$ cat config.mk
export PLATFORM = sky130hd
export DESIGN_NAME = proj2_host
export DESIGN_NICKNAME = d
export VERILOG_FILES = /design/src/rtl/proj2_host_pkg.sv /design/src/rtl/proj2_host.sv
export SDC_FILE = /design/constraint.sdc
export NUM_CORES = 2
export LEC_CHECK = 0
export CAP_MARGIN = 5
export CORE_AREA = 2 2 417 419
export DETAILED_ROUTE_END_ITERATION = 8
export DIE_AREA = 0 0 419 421
export DONT_BUFFER_PORTS = 1
export HOLD_SLACK_MARGIN = 0.06
export MAX_ROUTING_LAYER = met4
export PLACE_DENSITY = 0.46
export SYNTH_ARGS = -nofsm -noshare
export SYNTH_HDL_FRONTEND = slang
export SYNTH_SLANG_ARGS = --single-unit
$ cat constraint.sdc
create_clock -name clk -period 41.2 [get_ports clk]
set_clock_uncertainty 0.05 [all_clocks]
set_input_delay 8.24 -clock clk [delete_from_list [all_inputs] [get_ports clk]]
set_output_delay 8.24 -clock clk [all_outputs]
set_load 0.01 [all_outputs]
$ cat src/rtl/proj2_host_pkg.sv
// Shared types and constants for the Proj2 host-side sequencer.
package proj2_host_pkg;

    typedef enum logic [2:0] {
        IDLE,
        LOAD,
        LAUNCH,
        WAIT_HI,
        WAIT_LO,
        READ,
        RESP
    } state_e;

    localparam logic [1:0] REG_A0 = 2'd0;
    localparam logic [1:0] REG_A1 = 2'd1;
    localparam logic [1:0] REG_A2 = 2'd2;
    localparam logic [1:0] REG_A3 = 2'd3;

    localparam int unsigned BYTES_PER_REG = 32;
    localparam int unsigned LOAD_BYTES    = 96;

endpackage

$ cat src/rtl/proj2_host.sv
// Sequencer: streams a1..a3 into the Proj2 core byte by byte, launches it,
// waits for completion and reads a0 back onto a valid/ready response channel.
module proj2_host
    import proj2_host_pkg::*;
#(
    parameter int unsigned TIMEOUT = 2**20,
    parameter int unsigned BYTES   = 32
) (
    input  logic         clk,
    input  logic         reset,
    input  logic         cmd_valid,
    output logic         cmd_ready,
    input  logic [255:0] cmd_a1,
    input  logic [255:0] cmd_a2,
    input  logic [255:0] cmd_a3,
    output logic         rsp_valid,
    input  logic         rsp_ready,
    output logic [255:0] rsp_a0,
    output logic         rsp_err,
    output logic         p2_we,
    output logic         p2_oe,
    output logic         p2_start,
    output logic [1:0]   p2_reg_sel,
    output logic [4:0]   p2_addr,
    output logic [7:0]   p2_data,
    input  logic [7:0]   p2_rdata,
    input  logic         p2_ready
);

    localparam int unsigned TW = $clog2(TIMEOUT) + 1;

    state_e         state_q, state_d;
    logic [6:0]     k_q, k_d;
    logic [TW-1:0]  tmr_q, tmr_d;
    logic [767:0]   ops_q, ops_d;
    logic [255:0]   res_q, res_d;
    logic           err_q, err_d;

    logic           we_q, we_d;
    logic           oe_q, oe_d;
    logic           start_q, start_d;
    logic [1:0]     sel_q, sel_d;
    logic [4:0]     addr_q, addr_d;
    logic [7:0]     data_q, data_d;

    assign cmd_ready  = (state_q == IDLE) && !p2_ready && !reset;
    assign rsp_valid  = (state_q == RESP);
    assign rsp_a0     = res_q;
    assign rsp_err    = err_q;
    assign p2_we      = we_q;
    assign p2_oe      = oe_q;
    assign p2_start   = start_q;
    assign p2_reg_sel = sel_q;
    assign p2_addr    = addr_q;
    assign p2_data    = data_q;

    always_comb begin
        state_d = state_q;
        k_d     = k_q;
        tmr_d   = tmr_q;
        ops_d   = ops_q;
        res_d   = res_q;
        err_d   = err_q;

        case (state_q)
            IDLE: begin
                if (cmd_valid && cmd_ready) begin
                    ops_d   = {cmd_a3, cmd_a2, cmd_a1};
                    k_d     = '0;
                    err_d   = 1'b0;
                    state_d = LOAD;
                end
            end
            LOAD: begin
                if (k_q == 7'(LOAD_BYTES - 1)) state_d = LAUNCH;
                else                           k_d     = k_q + 7'd1;
            end
            LAUNCH: begin
                tmr_d   = '0;
                state_d = WAIT_HI;
            end
            WAIT_HI: begin
                if (p2_ready) begin
                    tmr_d   = '0;
                    state_d = WAIT_LO;
                end else if (tmr_q == TW'(TIMEOUT - 1)) begin
                    res_d   = '0;
                    err_d   = 1'b1;
                    state_d = RESP;
                end else begin
                    tmr_d = tmr_q + 1'b1;
                end
            end
            WAIT_LO: begin
                if (!p2_ready) begin
                    k_d     = '0;
                    state_d = READ;
                end else if (tmr_q == TW'(TIMEOUT - 1)) begin
                    res_d   = '0;
                    err_d   = 1'b1;
                    state_d = RESP;
                end else begin
                    tmr_d = tmr_q + 1'b1;
                end
            end
            READ: begin
                // p2_addr_q tracks k_q here, so p2_rdata is byte k_q this cycle
                res_d[{k_q[4:0], 3'b000} +: 8] = p2_rdata;
                if (k_q == 7'(BYTES - 1)) state_d = RESP;
                else                      k_d     = k_q + 7'd1;
            end
            RESP: begin
                if (rsp_ready) state_d = IDLE;
            end
            default: state_d = IDLE;
        endcase
    end

    // Pin values are derived from the next state so every p2_* is a flop output.
    always_comb begin
        we_d    = (state_d == LOAD);
        oe_d    = (state_d == READ);
        start_d = (state_d != LAUNCH);
        sel_d   = REG_A0;
        addr_d  = '0;
        data_d  = '0;
        if (state_d == LOAD) begin
            sel_d  = k_d[6:5] + REG_A1;
            addr_d = k_d[4:0];
            data_d = ops_d[{k_d, 3'b000} +: 8];
        end else if (state_d == READ) begin
            addr_d = k_d[4:0];
        end
    end

    always_ff @(posedge clk or posedge reset) begin
        if (reset) begin
            state_q <= IDLE;
            k_q     <= '0;
            tmr_q   <= '0;
            ops_q   <= '0;
            res_q   <= '0;
            err_q   <= 1'b0;
            we_q    <= 1'b0;
            oe_q    <= 1'b0;
            start_q <= 1'b1;
            sel_q   <= '0;
            addr_q  <= '0;
            data_q  <= '0;
        end else begin
            state_q <= state_d;
            k_q     <= k_d;
            tmr_q   <= tmr_d;
            ops_q   <= ops_d;
            res_q   <= res_d;
            err_q   <= err_d;
            we_q    <= we_d;
            oe_q    <= oe_d;
            start_q <= start_d;
            sel_q   <= sel_d;
            addr_q  <= addr_d;
            data_q  <= data_d;
        end
    end

endmodule

==> flow_summary.ini <==
[run_status]
status = completed

[yosys]
synth_top_family_by_area = multiplexers
syn_area_per_cell_um2 = 11.1
synth_xor_area_share_pct = 0.401
syn_area_mm2 = 0.0480
synth-simple-area-share_pct = 14.0
ys.flop_type = dfrtp_1
synth.area.mux_share_pct = 16.5
synth-seq-cells = 1074
seq_area_frac_synth_pct = 56.0
ys_warn_count = 0
synthCells = 4334
synth_fa_ha_area_share_pct = 0.156
yosysUniqueCellTypes = 94
synth-compound-area-share_pct = 10.2
synth-edff-count = 0
synthArstFlopShare_pct = 100
syn_nets = 5121

[hold_path]
hp-start = ops_q[107]
hold_path_depth = 2
hold_path.class = flip-flop to flip-flop
hold_end = ops_q[107]

[floorplanning]
die_y_um = 421
pin_count = 1058
dieArea_mm2 = 0.176
coreArea_mm2 = 0.172
dieWidth_um = 419
initial_core_util_pct = 27.8
placementRows = 153

[worst_setup_path]
worst_ep_arrival_time_ps = 9270
critPathLaunchType = primary input
r2r_setup_slack_ps = 34030
cp_num_buf_inv = 1
path_cells = inv_8, and2_1
crit_slowest_cell = inv_8
cp_top_family = buffers and inverters
cp-end-kind = output port
worstSetupPathType = primary input to output port
r2r-start = k_q[0]
cpPeakStageDelay_ps = 590
worstPathRequired_ps = 32910
r2r_cells = 13
reg2reg_to = p2_data[0]
crit_fanout = 125

[placement]
io_buffers = 0
dpl.hpwl_um = 156000
place_congestion = 0.860
placedCellCount = 6458

[global_routing]
antenna_found_initial = 133
grt_overflow_total = 0
grt_pass1_wl_um = 293000
grt_use_total_pct = 24.4
grt_pass1_vias = 35200
grt_max_degree = 171

[sta]
relSlewSlack_pct = 19.0
tightestPinTransition_ps = 1210
min_period_over_period_pct = 42.6
setup_viol = 0
slew_violations = 0
max_clock_freq_mhz = 56.9
min_period_ps = 17560
rsz0062_at_grt = false
hold_viol = 0
setup_tns_ps = 0

[route]
wirelength_um = 214000
drt_first_pass_iters = 7
avgRoutedWirePerCell_um = 31.6
via_count = 34800
ant_nets = 0
drc = 0
via_per_inst = 5.15
drtIter0Drc = 2772

[clocking]
cts_sinks = 1074
cts_root_buffer = clkbuf_16
post-cts-setup-buffers = 0
clk_latency_ps = 790
max-clock-path-buffers = 3
cts_resized = 0
clk_pin_slew_ps = 60
cts_tree = done
cts_buffers = 131
htreeDepth = 4
hold_buffers = 0

[power]
powerDensity_mw_per_mm2 = 95.6
ir_drop_v = 0.0000663
power.total_w = 0.00525
p_leak_nw = 25.5

[finish]
nNetsFinal = 5053
final_cells = 6757
final_common_cell = nand2_1
layout-drive-gt1-share_pct = 19.5
area_growth_pct = 14.4
layout_common_cells = 1176 x nand2_1, 1073 x dfrtp_1, 484 x mux2_2, 232 x nor2_1, 224 x a22o_1
finish.utilization_pct = 31.8

[flow_run]
max_cap_violations = 0
[state kept, by name, indices dropped and copies added, names as in the netlist]
signal and cells:
p2_addr 5, tmr_q 21, rsp_a0 256, p2_reg_sel 2, p2_start 1, k_q 7, p2_we 1, p2_oe 1
p2_data 8, ops_q 768, state_q 3, rsp_err 1
[synthesized netlist by cell type (36+ instances only)]
master	n	area [um2]
mux2i_1	177	1770
dfrtp_1	1073	26900
a22o_1	224	1960
nand2b_1	47	294
a21oi_1	40	200
mux2_2	484	5450
o21ai_0	45	225
nand2_1	1180	4430
nor2_1	234	878
clkbuf_1	68	255
buf_1	36	135
buf_2	155	776
[worst max path at each step]
stage	start	endpoint	slack (ps)	depth (start not counted)
2_1_floorplan	reset	cmd_ready	720	2
3_3_place_gp	reset	cmd_ready	23620	2
3_5_place_dp	reset	cmd_ready	23610	2
4_1_cts	reset	cmd_ready	23610	2
5_1_grt	reset	cmd_ready	23530	2
6_report	reset	cmd_ready	23640	2
[routing by layer]
layer  vias to the layer above  global-route usage (%)  wire (um)
met1                     17900                    28.8      85300
met5                         -                       -          0
met2                      1341                    39.9     106000
li1                      15100                       -          -
met3                       371                    6.07      14400
met4                         0                    9.30       8130
[area by class of cell]
class / instances / area, um2
diodes: 75 / 188
clock buffers: 187 / 3800
clock inverters: 37 / 531
fillers: 17700 / 118000
inverters: 15 / 82.6
multi-input cells: 2973 / 19900
flip-flops and latches: 1074 / 26900
well taps: 2325 / 2910
repair buffers: 71 / 633
[power breakdown]
| group | total (W) | switching, W | internal (W) |
|---|---|---|---|
| combinational | 0.00247 | 0.00165 | 0.000819 |
| sequential | 0.00159 | 0.000158 | 0.00143 |
| clock | 0.00119 | 0.000490 | 0.000700 |
| total | 0.00525 | 0.00230 | 0.00295 |
[stage by stage]
step	instance area (um2)	hold slack [ps]	worst slack (ps)
after floorplan	48000	382	718
after global placement	50400	398	23620
after detailed placement	50400	405	23610
after CTS	54700	419	23610
after global routing	54900	431	23530
final	54900	415	23640
[logic make-up (layout without fill, tap and decap cells)]
logic type      count (synthesis)  after routing
compound gates                615            615
buf+inv                       287            310
xor+xnor                       22             22
other cells                     0             75
flops                        1074           1074
fa+ha+maj                       6              6
simple gates                 1637           1637
mux                           693            693
Power figures use the tool's default switching activity.
